[config.mk]
export PLATFORM = sky130hd
export DESIGN_NAME = gp_reg_slice_chain
export DESIGN_NICKNAME = d
export VERILOG_FILES = /design/src/rtl/gp_reg_slice_pkg.sv /design/src/rtl/gp_reg_slice_stage.sv /design/src/rtl/gp_reg_slice_chain.sv
export SDC_FILE = /design/constraint.sdc
export NUM_CORES = 1
export LEC_CHECK = 0
export ABC_AREA = 1
export CORE_ASPECT_RATIO = 1.1
export CORE_MARGIN = 5
export CORE_UTILIZATION = 34
export CTS_CLUSTER_SIZE = 24
export DETAILED_ROUTE_END_ITERATION = 10
export GPL_TIMING_DRIVEN = 1
export PLACE_DENSITY = 0.75
export SLEW_MARGIN = 20
export SYNTH_ARGS = -nofsm -noshare
export SYNTH_HDL_FRONTEND = slang
export SYNTH_SLANG_ARGS = --single-unit
[constraint.sdc]
create_clock -name clk_i -period 3.34 [get_ports clk_i]
set_clock_uncertainty 0.05 [all_clocks]
set_input_delay 0.334 -clock clk_i [delete_from_list [all_inputs] [get_ports clk_i]]
set_output_delay 0.334 -clock clk_i [all_outputs]
set_load 0.02 [all_outputs]
[src/rtl/gp_reg_slice_pkg.sv]
// Shared definitions for the gp_reg_slice chain: stage mode encoding and
// per-mode storage capacity.
package gp_reg_slice_pkg;

    typedef enum logic [1:0] {
        GP_RS_BYPASS = 2'd0,
        GP_RS_FWD    = 2'd1,
        GP_RS_BWD    = 2'd2,
        GP_RS_FULL   = 2'd3
    } gp_rs_mode_e;

    // Beats one stage can hold while downstream is stalled.
    function automatic int gp_rs_capacity(input int mode);
        case (mode)
            int'(GP_RS_FWD):  return 1;
            int'(GP_RS_BWD):  return 1;
            int'(GP_RS_FULL): return 2;
            default:          return 0;
        endcase
    endfunction

    function automatic bit gp_rs_mode_ok(input int mode);
        return (mode >= int'(GP_RS_BYPASS)) && (mode <= int'(GP_RS_FULL));
    endfunction

endpackage

[src/rtl/gp_reg_slice_stage.sv]
// One valid/ready register slice; MODE selects bypass, forward, backward
// (ready cut) or full skid-buffer behaviour.
module gp_reg_slice_stage
    import gp_reg_slice_pkg::*;
#(
    parameter int DATA_WIDTH = 32,
    parameter int MODE       = 1
) (
    input  logic                  clk_i,
    input  logic                  arstn_i,
    input  logic                  up_valid_i,
    input  logic [DATA_WIDTH-1:0] up_data_i,
    output logic                  up_ready_o,
    output logic                  dn_valid_o,
    output logic [DATA_WIDTH-1:0] dn_data_o,
    input  logic                  dn_ready_i,
    output logic                  busy_o
);

    if (MODE == int'(GP_RS_BYPASS)) begin : g_bypass
        logic unused_clk_rst;
        assign unused_clk_rst = clk_i ^ arstn_i;
        assign up_ready_o     = dn_ready_i;
        assign dn_valid_o     = up_valid_i;
        assign dn_data_o      = up_data_i;
        assign busy_o         = 1'b0;

    end else if (MODE == int'(GP_RS_FWD)) begin : g_fwd
        logic                  valid_q, valid_d;
        logic [DATA_WIDTH-1:0] data_q;
        logic                  load;

        assign up_ready_o = dn_ready_i | ~valid_q;
        assign load       = up_ready_o & up_valid_i;
        assign valid_d    = up_ready_o ? up_valid_i : valid_q;

        always_ff @(posedge clk_i or negedge arstn_i) begin
            if (!arstn_i) valid_q <= 1'b0;
            else          valid_q <= valid_d;
        end

        always_ff @(posedge clk_i) begin
            if (load) data_q <= up_data_i;
        end

        assign dn_valid_o = valid_q;
        assign dn_data_o  = data_q;
        assign busy_o     = valid_q;

    end else if (MODE == int'(GP_RS_BWD)) begin : g_bwd
        logic                  skid_valid_q, skid_valid_d;
        logic [DATA_WIDTH-1:0] skid_data_q;
        logic                  skid_load;

        // Upstream ready comes only from a flop, so the ready path is cut.
        assign up_ready_o   = ~skid_valid_q;
        assign skid_load    = up_valid_i & ~skid_valid_q & ~dn_ready_i;
        assign skid_valid_d = dn_ready_i ? 1'b0 : (skid_valid_q | skid_load);

        always_ff @(posedge clk_i or negedge arstn_i) begin
            if (!arstn_i) skid_valid_q <= 1'b0;
            else          skid_valid_q <= skid_valid_d;
        end

        always_ff @(posedge clk_i) begin
            if (skid_load) skid_data_q <= up_data_i;
        end

        assign dn_valid_o = up_valid_i | skid_valid_q;
        assign dn_data_o  = skid_valid_q ? skid_data_q : up_data_i;
        assign busy_o     = skid_valid_q;

    end else if (MODE == int'(GP_RS_FULL)) begin : g_full
        logic                  out_valid_q, out_valid_d;
        logic                  skid_valid_q, skid_valid_d;
        logic [DATA_WIDTH-1:0] out_data_q, skid_data_q;
        logic                  out_load, skid_load;

        assign up_ready_o = ~skid_valid_q;
        assign out_load   = ~out_valid_q | dn_ready_i;

        always_comb begin
            out_valid_d  = out_valid_q;
            skid_valid_d = skid_valid_q;
            skid_load    = 1'b0;
            if (out_load) begin
                // Skid beat is older than anything upstream, so it goes first.
                out_valid_d  = skid_valid_q | up_valid_i;
                skid_valid_d = 1'b0;
            end else if (up_valid_i && !skid_valid_q) begin
                skid_valid_d = 1'b1;
                skid_load    = 1'b1;
            end
        end

        always_ff @(posedge clk_i or negedge arstn_i) begin
            if (!arstn_i) begin
                out_valid_q  <= 1'b0;
                skid_valid_q <= 1'b0;
            end else begin
                out_valid_q  <= out_valid_d;
                skid_valid_q <= skid_valid_d;
            end
        end

        always_ff @(posedge clk_i) begin
            if (out_load)  out_data_q  <= skid_valid_q ? skid_data_q : up_data_i;
            if (skid_load) skid_data_q <= up_data_i;
        end

        assign dn_valid_o = out_valid_q;
        assign dn_data_o  = out_data_q;
        assign busy_o     = out_valid_q | skid_valid_q;

    end else begin : g_bad_mode
        $error("gp_reg_slice_stage: MODE=%0d is not a valid mode (0..3)", MODE);
    end

endmodule

[src/rtl/gp_reg_slice_chain.sv]
// Cascade of STAGES identical register slices between an RX and a TX
// valid/ready channel; busy_o flags any stage holding a beat.
module gp_reg_slice_chain
    import gp_reg_slice_pkg::*;
#(
    parameter int DATA_WIDTH = 32,
    parameter int STAGES     = 1,
    parameter int MODE       = 1
) (
    input  logic                  clk_i,
    input  logic                  arstn_i,
    output logic                  rx_ready_o,
    input  logic                  rx_valid_i,
    input  logic [DATA_WIDTH-1:0] rx_data_i,
    input  logic                  tx_ready_i,
    output logic                  tx_valid_o,
    output logic [DATA_WIDTH-1:0] tx_data_o,
    output logic                  busy_o
);

    if (STAGES < 1 || DATA_WIDTH < 1 || !gp_rs_mode_ok(MODE)) begin : g_bad_params
        $error("gp_reg_slice_chain: bad parameters DATA_WIDTH=%0d STAGES=%0d MODE=%0d",
               DATA_WIDTH, STAGES, MODE);
    end

    logic [STAGES-1:0] stage_busy;

    // Each link is owned by one generate block, so no signal loops back on itself.
    for (genvar gi = 0; gi < STAGES; gi++) begin : g_stage
        logic                  up_valid, up_ready, dn_valid, dn_ready;
        logic [DATA_WIDTH-1:0] up_data, dn_data;

        if (gi == 0) begin : g_head
            assign up_valid = rx_valid_i;
            assign up_data  = rx_data_i;
        end else begin : g_link
            assign up_valid = g_stage[gi-1].dn_valid;
            assign up_data  = g_stage[gi-1].dn_data;
        end

        if (gi == STAGES - 1) begin : g_tail
            assign dn_ready = tx_ready_i;
        end else begin : g_next
            assign dn_ready = g_stage[gi+1].up_ready;
        end

        gp_reg_slice_stage #(
            .DATA_WIDTH (DATA_WIDTH),
            .MODE       (MODE)
        ) u_stage (
            .clk_i      (clk_i),
            .arstn_i    (arstn_i),
            .up_valid_i (up_valid),
            .up_data_i  (up_data),
            .up_ready_o (up_ready),
            .dn_valid_o (dn_valid),
            .dn_data_o  (dn_data),
            .dn_ready_i (dn_ready),
            .busy_o     (stage_busy[gi])
        );
    end

    assign rx_ready_o = g_stage[0].up_ready;
    assign tx_valid_o = g_stage[STAGES-1].dn_valid;
    assign tx_data_o  = g_stage[STAGES-1].dn_data;
    assign busy_o     = |stage_busy;

endmodule

==> summary.txt <==
Final layout
  – Register area: 986 um^2
  – Area taken by multi-input logic gates: 23.8 um^2
  – Layout area overhead: 80.5%
  – Layout Cell Area excl Fill: 0.00183 mm^2
  – Share of final-layout standard cells stronger than drive strength 1: 7.76%
  – Antenna diode instance count: 0
  – Filler cells: 210
  – Final layout net count: ~150

Logic synthesis
  – Basic-gate share of the synthesized area counting and, or, nand and nor cells: less than 1%
  – Mux contribution to synthesized area: 0%
  – Largest area contributor in the synthesized netlist: sky130_fd_sc_hd__edfxtp_1
  – Portion of the post-synthesis area used by sequential elements: a little over nine tenths
  – Share of the synthesized area in the top cell type: 94.8%
  – Count of synthesis-stage warnings from yosys: 0
  – Arithmetic-cell share of the synthesized area counting full adders, half adders and majority gates: 0%
  – Syn Nets: 75
  – Cell count after synthesis: 39
  – Compound-cell area share of the yosys netlist: 0.494%
  – Flop and latch count out of synthesis: 33
  – Post-Synth XOR/XNOR Area: 0%
  – Cells taking the most area after synthesis: sky130_fd_sc_hd__edfxtp_1 95%, sky130_fd_sc_hd__dfrtp_1 2.5%, sky130_fd_sc_hd__buf_4 0.74%
  – Cell variety after synth: 6
  – Post-Syn Area: ~0.0010 mm^2
  – Post-synthesis area per instance: 26.0 um^2
  – Largest family of logic cells by synthesized area: buffers and inverters

Global route
  – Via count of the first global-routing pass: around 730
  – Overall track demand over capacity in global routing: a little under an eighth
  – Global-route wire length before repair: 3260 um
  – Maximum number of pins on one net before global-route repair: 33
  – Initial antenna violation count: 0
  – Remaining global-route overflow: 0

Detailed routing
  – First DRT Iteration DRCs: 14
  – Wire per inst: ~15 um
  – Number of search-and-repair iterations in the first detailed-routing pass: 4
  – Total vias in the final route: approximately 640
  – Number of design rule violations left after detail routing: 0
  – Final Routed Wirelength: 2180 um
  – Via density per instance: 4.32
  – Residual antenna-violating net count after detailed routing: 0

Worst setup path
  – Cell breakdown of the critical path: clkdlybuf4s50_1, inv_1, nand2_1, clkdlybuf4s50_1
  – Cell class contributing the biggest share of worst-path delay: buffers and inverters
  – Crit-path max cell delay: roughly 610 ps
  – Cell mode on critical path: sky130_fd_sc_hd__clkdlybuf4s50_1
  – Cell with the biggest individual delay on the critical path: sky130_fd_sc_hd__clkdlybuf4s50_1
  – Biggest fanout along the worst timing path: 2
  – Buf+Inv Stages, Crit Path: 3
  – Critical path class: in2out
  – Req. time, crit path: 2960 ps
  – Startpoint type of the worst setup path: primary input
  – Endpoint arrival time on the critical path: around 1600 ps
  – Category of the worst setup path capture point: output port

Die
  – Die Y-Extent: about 67 um
  – Number of primary I/O pins: 71
  – Placeable Area: roughly 0.0028 mm^2
  – Area of the die: 0.00417 mm^2
  – Starting utilization of the core area: 35.8%
  – Cell row count: 20
  – Horizontal die dimension: 62.1 um

Power
  – Peak VDD IR: 0.000355 V
  – Pwr per Cell Area: 469 mW/mm^2
  – Static leakage: 0.651 nW

Placed design
  – Last weighted congestion value of the routability-driven placer: about 0.70
  – Port bufs: 70
  – Detailed Place HPWL: around 1700 um
  – Total placed instance area: 0.00176 mm^2

STA
  – Number of max-slew violations in the final report: 0
  – Final worst-path cycle share: between 50 and 60%
  – Sum of negative setup slack: 0 ps
  – Setup repair after global routing missed its margin: false
  – Slew at the pin closest to its max-slew limit: 945 ps
  – Maximum achievable frequency: 0.517 GHz
  – Count of final setup violators: 0
  – Worst-case headroom to the max-slew limit: 36.8%
  – Time the worst path needs with I/O delays and setup: 1930 ps
  – Hold violation total from the final report: 0

Clock network
  – H-tree level count: 2
  – Resized cells post-CTS: 0
  – Clock sinks: 33
  – Total CTS buffers: 5
  – CTS tree: yes
  – Total of hold buffers inserted after clock tree synthesis: 0
  – Max Root-Sink Buffers: 2
  – Root buffer cell: sky130_fd_sc_hd__clkbuf_4
  – Insertion delay to the later sink of the worst-skew pair: approximately 320 ps
  – Post-CTS setup buffers: 0
  – Clock transition time at the flip-flop clock pins of the worst setup and hold paths: 90 ps

Status
  – Status: complete, no violations

Worst hold path
  – Min-Delay Path Class: in2async

Flow run
  – Max Cap Viol: 0
per-stage QoR:
| step | cells | worst slack [ps] | power [mW] | hold WS [ps] | utilization, % |
|---|---|---|---|---|---|
| after floorplan | 39 | 751 | 0.539 | -11.6 | - |
| after global placement | 141 | 1310 | 0.625 | 434 | 62.2 |
| after detailed placement | 141 | 1250 | 0.628 | 451 | 62.2 |
| after CTS | 149 | 1400 | 0.872 | 86.8 | 64.7 |
| after global routing | 149 | 1380 | 0.899 | 74.0 | 64.7 |
| final | 149 | 1410 | 0.857 | 107 | 64.7 |
cells in the mapped netlist:
library cell               number
sky130_fd_sc_hd__inv_1          2
sky130_fd_sc_hd__edfxtp_1      32
sky130_fd_sc_hd__nand2_1        2
sky130_fd_sc_hd__dfrtp_1        1
sky130_fd_sc_hd__buf_4          1
sky130_fd_sc_hd__a21oi_1        1
state kept, by name, indices dropped and copies added, names as in the netlist:
signal / flops
g_stage.u_stage.busy_o: 1
g_stage.u_stage.dn_data_o: 32
routing by layer:
metal  part of all wire (%)  up-vias  global-route usage, %
met2                     46       48                   17.5
met4                   0.64        0                   5.57
met5                      0        -                      0
met1                     33      293                   10.3
li1                       -      300                      -
met3                     20        2                   10.9
final cells by class:
type	instances	area share [%]
Clock buffer	7	3.56
Clock inverter	1	0.274
Inverter	2	0.410
Multi-Input combinational cell	3	1.30
Sequential cell	33	53.9
Tap cell	33	2.26
Timing Repair Buffer	70	38.3
cell families (layout without fill, tap and decap cells):
| logic type | count (synthesis) | after routing |
|---|---|---|
| flops | 33 | 33 |
| buf+inv | 3 | 80 |
| simple gates | 2 | 2 |
| compound gates | 1 | 1 |
where the power goes:
group | leakage [nW] | internal (mW) | switching, mW
sequential | 0.316 | 0.481 | 0.00655
clock | 0.0413 | 0.122 | 0.119
combinational | 0.294 | 0.0734 | 0.0550
layout by cell type, fill, tap and decap left out:
master,n
sky130_fd_sc_hd__a21oi_4,1
sky130_fd_sc_hd__clkbuf_4,5
sky130_fd_sc_hd__clkbuf_8,2
sky130_fd_sc_hd__clkdlybuf4s50_1,70
sky130_fd_sc_hd__clkinv_2,1
sky130_fd_sc_hd__dfrtp_1,1
sky130_fd_sc_hd__edfxtp_1,32
sky130_fd_sc_hd__inv_1,2
sky130_fd_sc_hd__nand2_1,2
final timing paths:
path                                           start                                to  slack [ps]  cells past startpoint
min in group clk_i                      rx_data_i[6]   g_stage[0].u_stage.dn_data_o[6]         510                      1
setup / recovery                          tx_ready_i                        rx_ready_o        1410                      4
hold / removal                               arstn_i         g_stage[0].u_stage.busy_o         110                      1
setup reg to reg           g_stage[0].u_stage.busy_o  g_stage[0].u_stage.dn_data_o[30]        1690                      1
max in group asynchronous                    arstn_i         g_stage[0].u_stage.busy_o        3020                      1
hold reg to reg            g_stage[0].u_stage.busy_o         g_stage[0].u_stage.busy_o         580                      2
Note: power is estimated with default switching activity, not from simulation.
